## config.mk

```make
export PLATFORM = sky130hd
export DESIGN_NAME = mfp_audio_sfx_mixer_flat
export DESIGN_NICKNAME = d
export VERILOG_FILES = /design/src/rtl/mfp_audio_sfx_mixer_if.sv /design/src/rtl/mfp_audio_sfx_mixer.sv /design/src/flat_wrapper.sv
export SDC_FILE = /design/constraint.sdc
export NUM_CORES = 1
export LEC_CHECK = 0
export ABC_AREA = 0
export ABC_CLOCK_PERIOD_IN_PS = 7180
export CAP_MARGIN = 20
export CORE_ASPECT_RATIO = 1.1
export CORE_UTILIZATION = 60
export CTS_CLUSTER_DIAMETER = 150
export CTS_CLUSTER_SIZE = 25
export DETAILED_ROUTE_END_ITERATION = 8
export GPL_ROUTABILITY_DRIVEN = 0
export PLACE_DENSITY = 0.87
export SLEW_MARGIN = 10
export SYNTH_ARGS = -nofsm -noshare
export SYNTH_HDL_FRONTEND = slang
export SYNTH_SLANG_ARGS = --single-unit
```

## constraint.sdc

```tcl
create_clock -name HCLK -period 7.18 [get_ports HCLK]
set_input_delay 1.436 -clock HCLK [delete_from_list [all_inputs] [get_ports HCLK]]
set_output_delay 1.436 -clock HCLK [all_outputs]
set_load 0.05 [all_outputs]
```

## src/rtl/mfp_audio_sfx_mixer_if.sv

```systemverilog
// Shared sample-ROM read bus: the mixer drives the address, and the ROM
// returns the sample one cycle later.
interface mfp_audio_sfx_mixer_if #(
   parameter int SAMPLE_W = 8,
   parameter int ADDR_W   = 12
);
   logic [ADDR_W-1:0]   mem_addr;
   logic [SAMPLE_W-1:0] mem_data;

   modport master (output mem_addr, input  mem_data);
   modport slave  (input  mem_addr, output mem_data);
endinterface

```

## src/rtl/mfp_audio_sfx_mixer.sv

```systemverilog
// Multi-channel sfx player and mixer. On every sample tick, each channel's
// next sample is fetched from the shared ROM in turn. The signed offsets
// are summed with saturation, and the result drives a PWM DAC.
module mfp_audio_sfx_mixer #(
   parameter int N_CH       = 4,
   parameter int SAMPLE_W   = 8,
   parameter int ADDR_W     = 12,
   parameter int SAMPLE_DIV = 4096
)(
   input  logic                     HCLK,
   input  logic                     HRESETn,
   input  logic [N_CH-1:0]          play,
   input  logic [N_CH-1:0]          loop,
   input  logic [N_CH-1:0]          stop,
   input  logic [N_CH*ADDR_W-1:0]   ch_base,
   input  logic [N_CH*ADDR_W-1:0]   ch_len,
   mfp_audio_sfx_mixer_if.master    mem,
   output logic [N_CH-1:0]          active,
   output logic [N_CH-1:0]          done,
   output logic                     AUD_PWM,
   output logic                     AUD_SD
);
   localparam int DIV_W = (SAMPLE_DIV > 1) ? $clog2(SAMPLE_DIV) : 1;
   localparam int IDX_W = (N_CH > 1) ? $clog2(N_CH) : 1;
   localparam int SUM_W = SAMPLE_W + 3;
   localparam int MIDI  = 1 << (SAMPLE_W - 1);
   localparam logic [SAMPLE_W-1:0]     MID_V  = {1'b1, {(SAMPLE_W-1){1'b0}}};
   localparam logic signed [SUM_W-1:0] SAT_HI = SUM_W'(MIDI - 1);
   localparam logic signed [SUM_W-1:0] SAT_LO = SUM_W'(-MIDI);

   typedef enum logic [1:0] {S_IDLE, S_ADDR, S_DATA, S_MIX} state_t;

   logic [N_CH-1:0][ADDR_W-1:0]   base_a, len_a, ptr;
   logic [N_CH-1:0][SAMPLE_W-1:0] samp;
   logic [DIV_W-1:0]              tick_cnt;
   logic                          tick;
   state_t                        state_q, state_d;
   logic [IDX_W-1:0]              idx_q, idx_d;
   logic [ADDR_W-1:0]             mem_addr_q;
   logic signed [SUM_W-1:0]       sum;
   logic [SAMPLE_W-1:0]           mix_d, mix_level;
   logic [SAMPLE_W-1:0]           pwm_cnt;

   assign base_a       = ch_base;
   assign len_a        = ch_len;
   assign mem.mem_addr = mem_addr_q;
   assign tick         = (tick_cnt == DIV_W'(SAMPLE_DIV - 1));

   // Sample-rate divider: tick is asserted for one cycle on each wrap.
   always_ff @(posedge HCLK or negedge HRESETn)
      if (!HRESETn)  tick_cnt <= '0;
      else if (tick) tick_cnt <= '0;
      else           tick_cnt <= tick_cnt + 1'b1;

   // Fetch FSM state register.
   always_ff @(posedge HCLK or negedge HRESETn)
      if (!HRESETn) begin
         state_q <= S_IDLE;
         idx_q   <= '0;
      end else begin
         state_q <= state_d;
         idx_q   <= idx_d;
      end

   // Fetch sequencing: the FSM walks ADDR/DATA once per channel, then MIX.
   always_comb begin
      state_d = state_q;
      idx_d   = idx_q;
      case (state_q)
         S_IDLE: if (tick) begin state_d = S_ADDR; idx_d = '0; end
         S_ADDR: state_d = S_DATA;
         S_DATA: if (idx_q == IDX_W'(N_CH - 1)) state_d = S_MIX;
                 else begin state_d = S_ADDR; idx_d = idx_q + 1'b1; end
         default: state_d = S_IDLE;
      endcase
   end

   // The address is loaded on entry to ADDR(i), so the ROM data is valid during DATA(i).
   always_ff @(posedge HCLK or negedge HRESETn)
      if (!HRESETn)                mem_addr_q <= '0;
      else if (state_d == S_ADDR)  mem_addr_q <= base_a[idx_d] + ptr[idx_d];

   // Sample capture: an idle channel contributes the midline, which is silence.
   always_ff @(posedge HCLK or negedge HRESETn)
      if (!HRESETn) begin
         for (int i = 0; i < N_CH; i++) samp[i] <= MID_V;
      end else if (state_q == S_DATA) begin
         samp[idx_q] <= active[idx_q] ? mem.mem_data : MID_V;
      end

   // Signed sum of channel offsets, saturated, then rebiased to offset-binary.
   always_comb begin
      sum = '0;
      for (int i = 0; i < N_CH; i++)
         sum = sum + {{3{~samp[i][SAMPLE_W-1]}}, ~samp[i][SAMPLE_W-1], samp[i][SAMPLE_W-2:0]};
      if (sum > SAT_HI)      mix_d = '1;
      else if (sum < SAT_LO) mix_d = '0;
      else                   mix_d = sum[SAMPLE_W-1:0] ^ MID_V;
   end

   // The mix level is registered once per sample, in MIX.
   always_ff @(posedge HCLK or negedge HRESETn)
      if (!HRESETn)              mix_level <= MID_V;
      else if (state_q == S_MIX) mix_level <= mix_d;

   // Per-channel control. Priority is stop, then play, then the MIX advance.
   always_ff @(posedge HCLK or negedge HRESETn)
      if (!HRESETn) begin
         ptr    <= '0;
         active <= '0;
         done   <= '0;
      end else begin
         for (int i = 0; i < N_CH; i++) begin
            done[i] <= 1'b0;
            if (stop[i]) begin
               active[i] <= 1'b0;
            end else if (play[i] && len_a[i] != '0) begin
               ptr[i]    <= '0;
               active[i] <= 1'b1;
            end else if (state_q == S_MIX && active[i]) begin
               if (ptr[i] == len_a[i] - 1'b1) begin
                  ptr[i] <= '0;
                  if (!loop[i]) begin
                     active[i] <= 1'b0;
                     done[i]   <= 1'b1;
                  end
               end else begin
                  ptr[i] <= ptr[i] + 1'b1;
               end
            end
         end
      end

   // PWM DAC and amplifier enable. The amplifier enable follows active by one cycle.
   always_ff @(posedge HCLK or negedge HRESETn)
      if (!HRESETn) begin
         pwm_cnt <= '0;
         AUD_SD  <= 1'b0;
         AUD_PWM <= 1'b0;
      end else begin
         pwm_cnt <= pwm_cnt + 1'b1;
         AUD_SD  <= |active;
         AUD_PWM <= (pwm_cnt < mix_level) & AUD_SD;
      end
endmodule

```

## src/flat_wrapper.sv

```systemverilog
// flat-port wrapper written by rule: the top's interface ports become plain ports
module mfp_audio_sfx_mixer_flat 
#(
   parameter int N_CH       = 4,
   parameter int SAMPLE_W   = 8,
   parameter int ADDR_W     = 12,
   parameter int SAMPLE_DIV = 4096
)
  (HCLK, HRESETn, play, loop, stop, ch_base, ch_len, active, done, AUD_PWM, AUD_SD, mem_mem_addr, mem_mem_data);
  mfp_audio_sfx_mixer_if #(.SAMPLE_W(SAMPLE_W), .ADDR_W(ADDR_W)) mem_i ();
  input  logic HCLK;
  input  logic HRESETn;
  input  logic [N_CH-1:0] play;
  input  logic [N_CH-1:0] loop;
  input  logic [N_CH-1:0] stop;
  input  logic [N_CH*ADDR_W-1:0] ch_base;
  input  logic [N_CH*ADDR_W-1:0] ch_len;
  output logic [N_CH-1:0] active;
  output logic [N_CH-1:0] done;
  output logic AUD_PWM;
  output logic AUD_SD;
  output wire logic [$bits(mem_i.mem_addr)-1:0] mem_mem_addr;
  input wire logic [$bits(mem_i.mem_data)-1:0] mem_mem_data;
  assign mem_mem_addr = mem_i.mem_addr;
  assign mem_i.mem_data = mem_mem_data;
  mfp_audio_sfx_mixer #(.N_CH(N_CH), .SAMPLE_W(SAMPLE_W), .ADDR_W(ADDR_W), .SAMPLE_DIV(SAMPLE_DIV)) u_core (.HCLK(HCLK), .HRESETn(HRESETn), .play(play), .loop(loop), .stop(stop), .ch_base(ch_base), .ch_len(ch_len), .mem(mem_i), .active(active), .done(done), .AUD_PWM(AUD_PWM), .AUD_SD(AUD_SD));
endmodule
```

==> flow_metrics.env <==
export IMPL_critPathKind="reg2reg"
export IMPL_reg2reg_depth=17
export IMPL_critPathMaxStageDelay_ps=760
export IMPL_synth_xor_area_share_pct=8.30
export IMPL_yosys_area_share_simple_pct=21.0
export IMPL_critPathRequiredTime_ps=7520
export IMPL_grt_pass1_vias=8828
export IMPL_crit_path_start="u_core.idx_q[1]$_DFF_PN0_"
export IMPL_ctsLongestPathBuffers=2
export IMPL_hold_buffers=0
export IMPL_die_width_um=124
export IMPL_final_hold_violation_count=0
export IMPL_final_common_cell="clkdlybuf4s50_1"
export IMPL_grt_pass1_wl_um=41900
export IMPL_cts_resized=0
export IMPL_power_density_nw_per_um2=163
export IMPL_vias=9023
export IMPL_synth_fa_ha_area_share_pct=8.70
export IMPL_outcome="finished clean"
export IMPL_period_minus_slack_ps=5110
export IMPL_crit_fanout=24
export IMPL_final_cell_mix="clkdlybuf4s50_1 (138), dfrtp_1 (129), o21ai_0 (114)"
export IMPL_synth_top_family_by_area="simple AND/OR/NAND/NOR gates"
export IMPL_cts_buffers=17
export IMPL_start_kind="flip-flop"
export IMPL_synthMuxAreaShare_pct=3.44
export IMPL_r2r_end="u_core.mem.mem_addr[10]$_DFFE_PN0N_"
export IMPL_ant_nets=0
export IMPL_synth_flop_cell="dfrtp_1"
export IMPL_die_y_um=136
export IMPL_synth_seq_area_share_pct=34.2
export IMPL_fin_skew_ps=7.57
export IMPL_clkTransAtPathRegs_ps=60
export IMPL_min_to="u_core.tick_cnt[10]$_DFF_PN0_"
export IMPL_reg2reg_from="u_core.idx_q[1]$_DFF_PN0_"
export IMPL_numPortBuffers=139
export IMPL_synth_top_cell_area_share_pct=32.9
export IMPL_maxCapViolCount=0
export IMPL_rrSetupSlack_ps=2070
export IMPL_clock_root_buffer="clkbuf_16"
export IMPL_avgSynthCellArea_um2=8.77
export IMPL_vdd_drop_max_v=0.000195
export IMPL_fin_crit_sh_pct=71.2
export IMPL_clock_latency_ps=430
export IMPL_min_from="u_core.tick_cnt[10]$_DFF_PN0_"
export IMPL_ios=140
export IMPL_synth_edff_count=0
export IMPL_antenna_found_initial=0
export IMPL_endpoint_kind="flip-flop"
export IMPL_finalNetCount=1414
export IMPL_htreeDepth=4
export IMPL_hpwl_um=18600
export IMPL_syn_inst=1119
export IMPL_initial_utilization_pct=61.9
export IMPL_rows=48
export IMPL_dr_pass1_iters=5
export IMPL_synth_area_leaders="dfrtp_1 (33%), ha_1 (6.2%), o21ai_0 (5.8%)"
export IMPL_viasPerCell=6.23
export IMPL_syn_nets=1298
export IMPL_p_leak_nw=5.10
export IMPL_setup_viol=0
export IMPL_synthArstFlopShare_pct=100
export IMPL_worstMarginPinSlew_ps=1150
export IMPL_clkSinkCount=134
export IMPL_n_antenna_cell=0
export IMPL_synth_seq_cells=134
export IMPL_grt_total_usage_pct=32.0
export IMPL_slew_headroom_pct=22.5
export IMPL_dpl_cell_count=1416
export IMPL_tns_ps=0
export IMPL_layout_drive_gt1_share_pct=5.53
export IMPL_synth_top_cell_by_area="dfrtp_1"
export IMPL_timing_fmax_ghz=0.196
export IMPL_synth_compound_area_share_pct=19.7
export IMPL_grt_overflow_total=0
export IMPL_syn_to_final_growth_pct=21.2
export IMPL_yosysWarnings=0
export IMPL_hold_depth=1
export IMPL_synth_cell_types=74
export IMPL_rsz0062_at_grt="no"
export IMPL_wl_per_cell_um=17.6
export IMPL_layout_cells_non_filler=1448
export IMPL_path_cells="nand4bb_1 > nand2_1 > a21oi_1 > a21oi_1 > inv_1 > o21ai_0 > ha_1 > inv_1 > fa_1 > nor2b_1 > o21ai_0 > a21boi_0 > o21a_1 > o21ai_0 > a2111oi_0 > nor3_1 > o31ai_1"
export IMPL_cts_tree="built"
export IMPL_drc=0
export IMPL_detail_route_iter0_violations=759
export IMPL_cpMaxStageDelayCell="nand4bb_1"
export IMPL_wirelength_um=25500
export IMPL_grt_max_degree=83
export IMPL_hp_class="reg2reg"
export IMPL_cp_common_cell="o21ai_0"
export IMPL_synth_cell_area_um2=9810
export IMPL_dieArea_um2=16900
export IMPL_hold_ws_ps=476
export IMPL_critical_path_arrival_ps=5460
export IMPL_fin_util_pct=75.0
export IMPL_total_power_w=0.00194
export IMPL_core_um2=15900
export IMPL_drv_slew=0
export IMPL_cts_setup_buffers=0
through the flow:
stage	area (um2)	worst slack, ps
floorplan	9810	2980
global placement	11300	2310
detailed placement	11300	2090
CTS	11900	2090
global route	11900	1490
finish	11900	2070
per-layer routing:
metal | track usage, % | share of wire, % | vias to the layer above
met4 | 16.3 | 4.0 | 0
met3 | 5.33 | 5.6 | 72
met1 | 39.1 | 40 | 4364
met2 | 54.1 | 50 | 324
li1 | - | - | 4263
met5 | 0 | 0 | -
worst max path at each step:
| stage | slack [ps] | cells after the start | to |
|---|---|---|---|
| 6_report | 2070 | 17 | u_core.mem.mem_addr[10]$_DFFE_PN0N_ |
| 5_1_grt | 1490 | 17 | u_core.mem.mem_addr[10]$_DFFE_PN0N_ |
| 4_1_cts | 2090 | 17 | u_core.mem.mem_addr[10]$_DFFE_PN0N_ |
| 3_5_place_dp | 2090 | 17 | u_core.mem.mem_addr[10]$_DFFE_PN0N_ |
| 3_3_place_gp | 2310 | 17 | u_core.mem.mem_addr[10]$_DFFE_PN0N_ |
| 2_1_floorplan | 2980 | 20 | u_core.mem.mem_addr[10]$_DFFE_PN0N_ |
logic make-up (layout without fill, tap and decap cells):
family / after synthesis / in the layout
simple gates: 387 / 387
fa+ha+maj: 61 / 61
mux: 32 / 32
compound gates: 301 / 301
xor+xnor: 93 / 93
flops: 134 / 134
buf+inv: 111 / 240
Yosys cell counts (22+ instances only):
cell type / n
nand3_1: 33
dfrtp_1: 129
mux2i_1: 27
a21oi_1: 40
o21ai_0: 114
nand2_1: 107
and3_1: 35
ha_1: 49
inv_1: 65
nor3_1: 22
nor2b_1: 28
clkbuf_1: 32
nor2_1: 56
xnor2_1: 54
xor2_1: 39
nand2b_1: 23
cell type report:
type	instances	area, um2
fillers	1151	3960
inverters	65	244
multi-input cells	874	6020
clock buffers	20	447
flip-flops and latches	134	3360
well taps	200	250
clock inverters	12	154
repair buffers	143	1420
sequential cells by signal, indices dropped and copies added, names as in the netlist:
name,flops
u_core.ptr,48
u_core.done,4
u_core.samp,32
u_core.AUD_PWM,1
u_core.AUD_SD,1
u_core.mem.mem_addr,12
u_core.state_q,2
u_core.pwm_cnt,8
u_core.mix_level,8
u_core.tick_cnt,12
u_core.idx_q,2
u_core.active,4
report_power, final:
group / leakage [nW] / total, W / switching [W] / internal (W)
combinational: 3.21 / 0.000250 / 0.000127 / 0.000123
sequential: 1.60 / 0.000795 / 0.0000271 / 0.000768
clock: 0.286 / 0.000895 / 0.000341 / 0.000554
critical path: cells and delay by family (launching register included):
kind | cells | cell delay [ps]
AOI/OAI and AO/OA | 9 | 2250
adders and majority gates | 2 | 660
and+or+nand+nor | 4 | 1230
buffers and inverters | 2 | 420
DFF | 1 | 470
Power figures use the tool's default switching activity.
